File: config.mk
export PLATFORM = sky130hd
export DESIGN_NAME = ats_token_bucket_gate
export DESIGN_NICKNAME = d
export VERILOG_FILES = /design/src/rtl/ats_token_bucket_gate.sv
export SDC_FILE = /design/constraint.sdc
export NUM_CORES = 1
export LEC_CHECK = 0
export CORE_MARGIN = 1.5
export CORE_UTILIZATION = 40
export DETAILED_ROUTE_END_ITERATION = 7
export DONT_BUFFER_PORTS = 1
export MAX_ROUTING_LAYER = met4
export PLACE_DENSITY = 0.58
export SYNTH_ARGS = -nofsm -noshare
export SYNTH_HDL_FRONTEND = slang
export SYNTH_SLANG_ARGS = --single-unit
File: constraint.sdc
create_clock -name clk -period 7.2 [get_ports clk]
set_clock_uncertainty 0.1 [all_clocks]
set_input_delay 0.72 -clock clk [delete_from_list [all_inputs] [get_ports clk]]
set_output_delay 0.72 -clock clk [all_outputs]
set_load 0.1 [all_outputs]
File: src/rtl/ats_token_bucket_gate.sv
// rtl/ats_token_bucket_gate.sv - token-bucket frame gate sequencing length and data streams for ATS egress
//
// Holds each frame until the bucket covers its length (read from the side stream),
// debits the bucket, then passes the frame through combinationally up to its tlast.
//
// Ports:
//   clk, rst                      clock, synchronous active-high reset
//   cfg_rate                      credit added per cycle (TOKEN_FRAC_BITS fractional bits)
//   cfg_burst                     bucket ceiling (same fixed-point format)
//   s_axis_frame_length_*         length side stream, MSB-first beats, tlast on final beat
//   s_axis_*                      frame bytes in
//   m_axis_*                      gated frame bytes out
//   length_error                  sticky: length tlast seen on the wrong beat
//   stat_frames/stat_oversize/stat_wait_cyc   32-bit counters, only with ATS_GATE_STATS_EN
//
// Optional feature macro: ATS_GATE_STATS_EN
module ats_token_bucket_gate #(
  parameter int DATA_WIDTH         = 8,
  parameter int FRAME_LENGTH_WIDTH = 16,
  parameter int TOKEN_FRAC_BITS    = 8,
  parameter int TOKEN_WIDTH        = 32
) (
  input  logic                   clk,
  input  logic                   rst,
  input  logic [TOKEN_WIDTH-1:0] cfg_rate,
  input  logic [TOKEN_WIDTH-1:0] cfg_burst,
  input  logic [DATA_WIDTH-1:0]  s_axis_frame_length_tdata,
  input  logic                   s_axis_frame_length_tvalid,
  output logic                   s_axis_frame_length_tready,
  input  logic                   s_axis_frame_length_tlast,
  input  logic [DATA_WIDTH-1:0]  s_axis_tdata,
  input  logic                   s_axis_tvalid,
  input  logic                   s_axis_tlast,
  output logic                   s_axis_tready,
  output logic [DATA_WIDTH-1:0]  m_axis_tdata,
  output logic                   m_axis_tvalid,
  output logic                   m_axis_tlast,
  input  logic                   m_axis_tready,
  output logic                   length_error
`ifdef ATS_GATE_STATS_EN
  ,
  output logic [31:0]            stat_frames,
  output logic [31:0]            stat_oversize,
  output logic [31:0]            stat_wait_cyc
`endif
);

  localparam int LEN_BEATS = FRAME_LENGTH_WIDTH / DATA_WIDTH;
  localparam int CNT_W     = (LEN_BEATS > 1) ? $clog2(LEN_BEATS) : 1;
  localparam int NEED_W    = FRAME_LENGTH_WIDTH + TOKEN_FRAC_BITS;
  // One spare bit so tokens + rate never wraps before the ceiling compare.
  localparam int CALC_W    = ((NEED_W > TOKEN_WIDTH) ? NEED_W : TOKEN_WIDTH) + 1;

  typedef enum logic [1:0] {
    ST_LEN  = 2'd0,
    ST_WAIT = 2'd1,
    ST_PASS = 2'd2
  } state_t;

  state_t                    state;
  state_t                    state_next;
  logic [TOKEN_WIDTH-1:0]    tokens;
  logic [FRAME_LENGTH_WIDTH-1:0] len_reg;
  logic [CNT_W-1:0]          beat_cnt;
  logic                      ready_en;

  logic                      len_accept;
  logic                      len_last_beat;
  logic                      frame_done;
  logic                      covered;
  logic                      at_ceiling;
  logic                      eligible;
  logic                      debit;
  logic [CALC_W-1:0]         need_x;
  logic [CALC_W-1:0]         tokens_x;
  logic [CALC_W-1:0]         t1;
  logic [CALC_W-1:0]         t2;
  logic [TOKEN_WIDTH-1:0]    tokens_next;

  assign len_last_beat = (beat_cnt == CNT_W'(LEN_BEATS - 1));

  // Bucket arithmetic
  assign need_x     = CALC_W'(len_reg) << TOKEN_FRAC_BITS;
  assign tokens_x   = CALC_W'(tokens);
  assign covered    = (tokens_x >= need_x);
  // A full bucket releases the frame even if it cannot cover it, so frames
  // longer than the burst size do not stall the stream forever.
  assign at_ceiling = (tokens >= cfg_burst);
  assign eligible   = covered | at_ceiling;
  assign debit      = (state == ST_WAIT) & eligible;

  assign t1 = debit ? (covered ? (tokens_x - need_x) : '0) : tokens_x;
  assign t2 = t1 + CALC_W'(cfg_rate);
  // cfg_burst never exceeds the register maximum, so clamping to it also
  // covers the saturation at 2^TOKEN_WIDTH-1.
  assign tokens_next = (t2 >= CALC_W'(cfg_burst)) ? cfg_burst : t2[TOKEN_WIDTH-1:0];

  always_ff @(posedge clk) begin
    if (rst) begin
      state <= ST_LEN;
    end else begin
      state <= state_next;
    end
  end

  always_comb begin
    state_next                 = state;
    s_axis_frame_length_tready = 1'b0;
    s_axis_tready              = 1'b0;
    m_axis_tvalid              = 1'b0;
    m_axis_tdata               = s_axis_tdata;
    m_axis_tlast               = s_axis_tlast;
    len_accept                 = 1'b0;
    frame_done                 = 1'b0;
    case (state)
      ST_LEN: begin
        // ready_en keeps every handshake low in the first cycle out of reset.
        s_axis_frame_length_tready = ready_en;
        len_accept = s_axis_frame_length_tvalid & ready_en;
        if (len_accept && len_last_beat) begin
          state_next = ST_WAIT;
        end
      end
      ST_WAIT: begin
        if (eligible) begin
          state_next = ST_PASS;
        end
      end
      ST_PASS: begin
        m_axis_tvalid = s_axis_tvalid;
        s_axis_tready = m_axis_tready;
        frame_done    = s_axis_tvalid & m_axis_tready & s_axis_tlast;
        if (frame_done) begin
          state_next = ST_LEN;
        end
      end
      default: begin
        state_next = ST_LEN;
      end
    endcase
  end

  always_ff @(posedge clk) begin
    if (rst) begin
      tokens       <= '0;
      len_reg      <= '0;
      beat_cnt     <= '0;
      length_error <= 1'b0;
      ready_en     <= 1'b0;
    end else begin
      ready_en <= 1'b1;
      tokens   <= tokens_next;
      if (len_accept) begin
        len_reg <= (len_reg << DATA_WIDTH) | FRAME_LENGTH_WIDTH'(s_axis_frame_length_tdata);
        // The beat count decides where the length ends; tlast only flags errors.
        if (len_last_beat) begin
          beat_cnt <= '0;
        end else begin
          beat_cnt <= beat_cnt + CNT_W'(1);
        end
        if (s_axis_frame_length_tlast != len_last_beat) begin
          length_error <= 1'b1;
        end
      end
    end
  end

`ifdef ATS_GATE_STATS_EN
  always_ff @(posedge clk) begin
    if (rst) begin
      stat_frames   <= '0;
      stat_oversize <= '0;
      stat_wait_cyc <= '0;
    end else begin
      if (frame_done) begin
        stat_frames <= stat_frames + 32'd1;
      end
      if (debit && !covered) begin
        stat_oversize <= stat_oversize + 32'd1;
      end
      if (state == ST_WAIT) begin
        stat_wait_cyc <= stat_wait_cyc + 32'd1;
      end
    end
  end
`endif

endmodule

# Word-level counts from Yosys, hierarchy flattened
# Index checks and enable logic that the tools add are counted.
[classes] add_sub_neg=3 multipliers=0 div_mod_pow=0 order_cmp=3 n_eq_ne=6 n_shift=0 muxes=13 bitwise_logic=6 n_reduce_logical=4
[op_table] op="$mux W33" n=2
[op_table] op="$add A33 B32 Y33" n=1
[op_table] op="$ge A33 B32 Y1" n=1
[op_table] op="$sub A32 B24 Y33" n=1
[op_table] op="$ge A32 B24 Y1" n=1
[op_table] op="$ge A32 B32 Y1" n=1
[op_table] op="$mux W32" n=1
[op_table] op="$or A16 B8 Y16" n=1
[op_table] op="$mux W1" n=6
[op_table] op="$mux W2" n=3
[op_table] op="$ne A2 B2 Y1 const B" n=3
[op_table] op="$pmux W2 S3" n=1
[op_table] op="$and A1 B1 Y1" n=4
[op_table] op="$reduce_and A3 Y1" n=1
[op_table] op="$eq A2 B1 Y1 const B" n=1
[op_table] op="$eq A2 B2 Y1 const B" n=1
[op_table] op="$logic_not A2 Y1" n=1
[op_table] op="$reduce_and A2 Y1" n=1
[op_table] op="$add A1 B1 Y1 const B" n=1
[op_table] op="$logic_and A1 B1 Y1" n=1
[op_table] op="$ne A1 B1 Y1" n=1
[op_table] op="$or A1 B1 Y1" n=1
[word_totals] register_bits=53 latch_bits=0 mem_bits_rw=0 mem_bits_ro=0 in_bits=87 output_inout_bits=13 elab_cells=41 memories=0

# Logic depth before layout (Yosys ltp)
[depth] depth_word=7 mapped_depth=34 mapped_depth_nobuf=32

# Worst setup path after synthesis
# No wires, ideal clock.
[synth_timing] kind="input port to flip-flop" from="input cfg_burst[29]" to="register tokens[17]" setup_ps=78 t_arrival_ps=6626 path_slack_ps=396 path_stages=33 n_path_buf=2 cell_sequence="inv_1 ha_1 and4_1 nand2_1 or4b_2 nor3_1 o21ai_0 nor4b_2 nand2b_1 buf_4 nor2_1 nor2_1 ha_1 inv_1 fa_1 nor2b_1 o2111ai_1 a21boi_0 o311a_1 o31a_1 nor2_1 xnor2_1 ha_1 a21o_1 a21o_1 a21o_1 a21oi_1 o311a_1 a21oi_1 o22ai_1 clkbuf_1 a21oi_1 nor3_1"
[synth_via] elab_chain_len=7
[synth_rtl] element="start, declared" line="26" rtl="input logic [TOKEN_WIDTH-1:0] cfg_burst,"
[synth_rtl] element="$ge A32 B32 Y1" line="88" rtl="assign at_ceiling = (tokens >= cfg_burst);"
[synth_rtl] element="$or A1 B1 Y1" line="89" rtl="assign eligible = covered | at_ceiling;"
[synth_rtl] element="$and A1 B1 Y1" line="90" rtl="assign debit = (state == ST_WAIT) & eligible;"
[synth_rtl] element="$mux W33" line="92" rtl="assign t1 = debit ? (covered ? (tokens_x - need_x) : '0) : tokens_x;"
[synth_rtl] element="$add A33 B32 Y33" line="93" rtl="assign t2 = t1 + CALC_W'(cfg_rate);"
[synth_rtl] element="$ge A33 B32 Y1" line="96" rtl="assign tokens_next = (t2 >= CALC_W'(cfg_burst)) ? cfg_burst : t2[TOKEN_WIDTH-1:0];"
[synth_rtl] element="$mux W32 *" line="96"
[synth_rtl] element="end signal, assigned" line="152" rtl="tokens <= tokens_next;"
[synth_rtl] element="end, declared" line="62" rtl="logic [TOKEN_WIDTH-1:0] tokens;"
# Every way passes the cells marked *; elsewhere a longest branch is shown, timed or not.
# A chain may end at the register's enable or synchronous reset.

# Worst setup path after layout
[layout_timing] from="input cfg_burst[27]" to="register tokens[2]"
# Same word-level chain as after synthesis.

==> out/qor.txt <==
outcome: finished, final reports clean
top sig layer: met4
Worst Tran Pin Value: 1.10 ns
die area: 0.0177 sq mm
first-pass GRT wire length: 33600 um
hold_sp: len_reg[14]
max-cap violations: 0
number of remaining DRC errors: 0
largest net degree at the start of global routing: 53
clock share of power: 7.6%
fill count: 1664
class of the worst hold path: flop to flop
drt initial violations: 402
clk_lat worst skew: 0.31 ns
final core occ: 45.7%
crit-path max FO: 7
leading register cell type out of synthesis: dfxtp_1
switch share: 51.8%
Initial DRT Pass Iterations: 4
Pwr per Cell Area: 446 mW/mm^2
Vias: 6761
GRT Residual Overflow: 0
max reg flops: 32
clock slew at reported path FFs: 0.07 ns
Initial Utilization: 40.9%
Final Routed Wirelength: 21400 um
Int Power: 0.00163 W
slowest stage delay, CP: 0.69 ns
Final Worst Setup Slack: 0.240 ns
CP Class: input port to flop
Post-Syn Nets: 1120
Worst R2R Path Depth: 30
cell count after synthesis: 919
Die Span X: 133 um
Power Total: 0.00337 W
n_diodes: 0
synthesized area: 0.00676 sq mm
Peak VDD IR: 151 uV
Final setup viols: 0
required time of the critical path: 7.33 ns
Rel. slew slack: 26.3%
Layout Cells excl Fill: 1162
area of the multi-input gates: 0.00536 sq mm
initial antenna violation count: 0
leakage power: 3.50 nW
sequential share of power: 13.8%
drt via density: 5.82
die height: 133 um
minimum clock period: 6.96 ns
worst hold path cell count: 2
Sequential cell area: 0.00106 sq mm
Place WS: -0.353 ns
flops & latches, synth: 53
wire per inst: 18.4 um
Hold Worst Slack: 0.350 ns
critical path's slowest cell: or4b_2
Setup crit end kind: flop
combinational power share: 78.7%
Final GP Congestion: 0.920
Overall Global Routing Usage: 24.7%
syn avg cell area: 7.35 sq um
TritonCTS clock tree: yes
Area Growth Syn to Fin: 11.8%
routed length on met1: 10600 um
share of cells above drive strength 1: 10.5%
Inserted Clock Buffers: 5
sequential area share after synthesis: 15.7%
CP Launch Type: input port
I/O pin count: 100
Warnings, synthesis: 0
Crit. Startpoint: cfg_burst[27]
ANT nets after route: 0
final hold violations: 0
DP Wirelength: 17300 um
worst r2r src: tokens[27]
buffers added on ports: 0
Max clock buf depth: 2
Final Slew Violations: 0
NetSw: 0.00175 W
Routed met2 length: 9220 um
Cells after DPL: 1149
Achievable Freq: 144 MHz
worst path arrival time: 7.10 ns
Post-synth EDFFs: 0
Tcrit/Tclk final: 96.7%
Clk Tree Root Cell: clkbuf_16
Nets: 1142
H-tree depth: 2
Sink Count: 53
Yosys cell types: 68
CORE AREA: 0.0165 sq mm
# rows: 47
Met3 Wirelength: 1400 um
vias in the first global route: 6250
Synth async-reset ratio: 0%
worst paths after layout:
| kind | to | slack (ns) |
|---|---|---|
| min reg2reg | len_reg[14] | 0.35 |
| max | tokens[2] | 0.24 |
| max reg2reg | tokens[2] | 0.26 |
| min | len_reg[14] | 0.35 |
final cells by class:
type | instances | area share (%)
clock buffer | 5 | 1.66
clock inverter | 3 | 0.282
inverter | 67 | 3.33
multi-input combinational | 757 | 70.9
sequential | 53 | 14.0
tap | 220 | 3.64
timing repair buffer | 57 | 6.14
metal layers:
layer	global-route usage, %	vias up
li1	-	3393
met1	36.1	3136
met2	36.9	213
met3	2.91	19
met4	4.27	0
met5	-	-
kinds of logic (layout without fill, tap and decap cells):
family / count (synthesis) / after routing / synth area share (%)
compound gates: 314 / 314 / 28.9
simple gates: 284 / 284 / 21.1
fa+ha+maj: 114 / 114 / 21.3
buf+inv: 109 / 132 / 6.85
flops: 53 / 53 / 15.7
xor+xnor: 39 / 39 / 5.16
mux: 6 / 6 / 0.963
per-stage QoR:
stage                     instance area (sq um)  TNS [ns]
after floorplan                            6760         0
after global routing                       7560   -0.0307
after detailed placement                   7260     -8.37
after CTS                                  7410         0
after global placement                     7260     -7.05
final                                      7560         0
worst max-delay path, delay by kind of cell:
kind / cells / cell delay [ns]
buffers and inverters: 5 / 0.70
AND/OR/NAND/NOR: 11 / 2.13
AO/OA/AOI/OAI: 13 / 2.43
adder cells (fa/ha/maj): 4 / 0.97
XOR/XNOR: 1 / 0.15
cell usage in the layout, fill, tap and decap left out, types with 5 or more instances in the layout:
cell / Yosys / routed
ha_1: 112 / 112
a21oi_1: 105 / 103
nand2_1: 81 / 81
o21ai_0: 81 / 73
inv_1: 67 / 67
dfxtp_1: 53 / 53
buf_4: 14 / 49
nor2_1: 47 / 45
a21o_1: 44 / 44
nand3_1: 42 / 42
nor3_1: 23 / 22
nor2b_1: 20 / 19
nand4_1: 18 / 18
xnor2_1: 20 / 18
xor2_1: 18 / 17
o21a_1: 13 / 13
a211oi_1: 11 / 11
o21ai_1: 2 / 8
o21bai_1: 8 / 8
nand2b_1: 8 / 7
and2_1: 7 / 7
o211ai_1: 6 / 6
or3_1: 6 / 6
or4_1: 5 / 5
and3_1: 5 / 5
clkbuf_16: 0 / 5
buf_6: 0 / 5
cells in the mapped netlist (all sizes together) (20+ instances only):
| cell type | number | share of area, % |
|---|---|---|
| nor2b | 20 | 1.9 |
| inv | 67 | 3.7 |
| ha | 112 | 21 |
| nand2 | 81 | 4.5 |
| a21o | 44 | 4.9 |
| nand3 | 42 | 3.1 |
| xnor2 | 21 | 2.8 |
| nor2 | 47 | 2.6 |
| clkbuf | 26 | 1.4 |
| dfxtp | 53 | 16 |
| a21oi | 105 | 7.8 |
| o21ai | 83 | 6.1 |
| nor3 | 24 | 1.9 |
power by group through the flow:
stage          registers (W)  logic [W]  clock network, W
3_5_place_dp        0.000467    0.00248                 0
6_report            0.000465    0.00265          0.000255
3_3_place_gp        0.000470    0.00248                 0
5_1_grt             0.000474    0.00293          0.000267
4_1_cts             0.000461    0.00250          0.000258
2_1_floorplan       0.000430    0.00182                 0
repair_timing:
action,4_1_cts,5_1_grt
pin swaps,0,9
setup buffers,0,3
cloned,0,2
gates resized for setup,1,36
hold buffers,0,0
endpoints found under the setup margin,6,32
(Power assumes the default switching activity.)
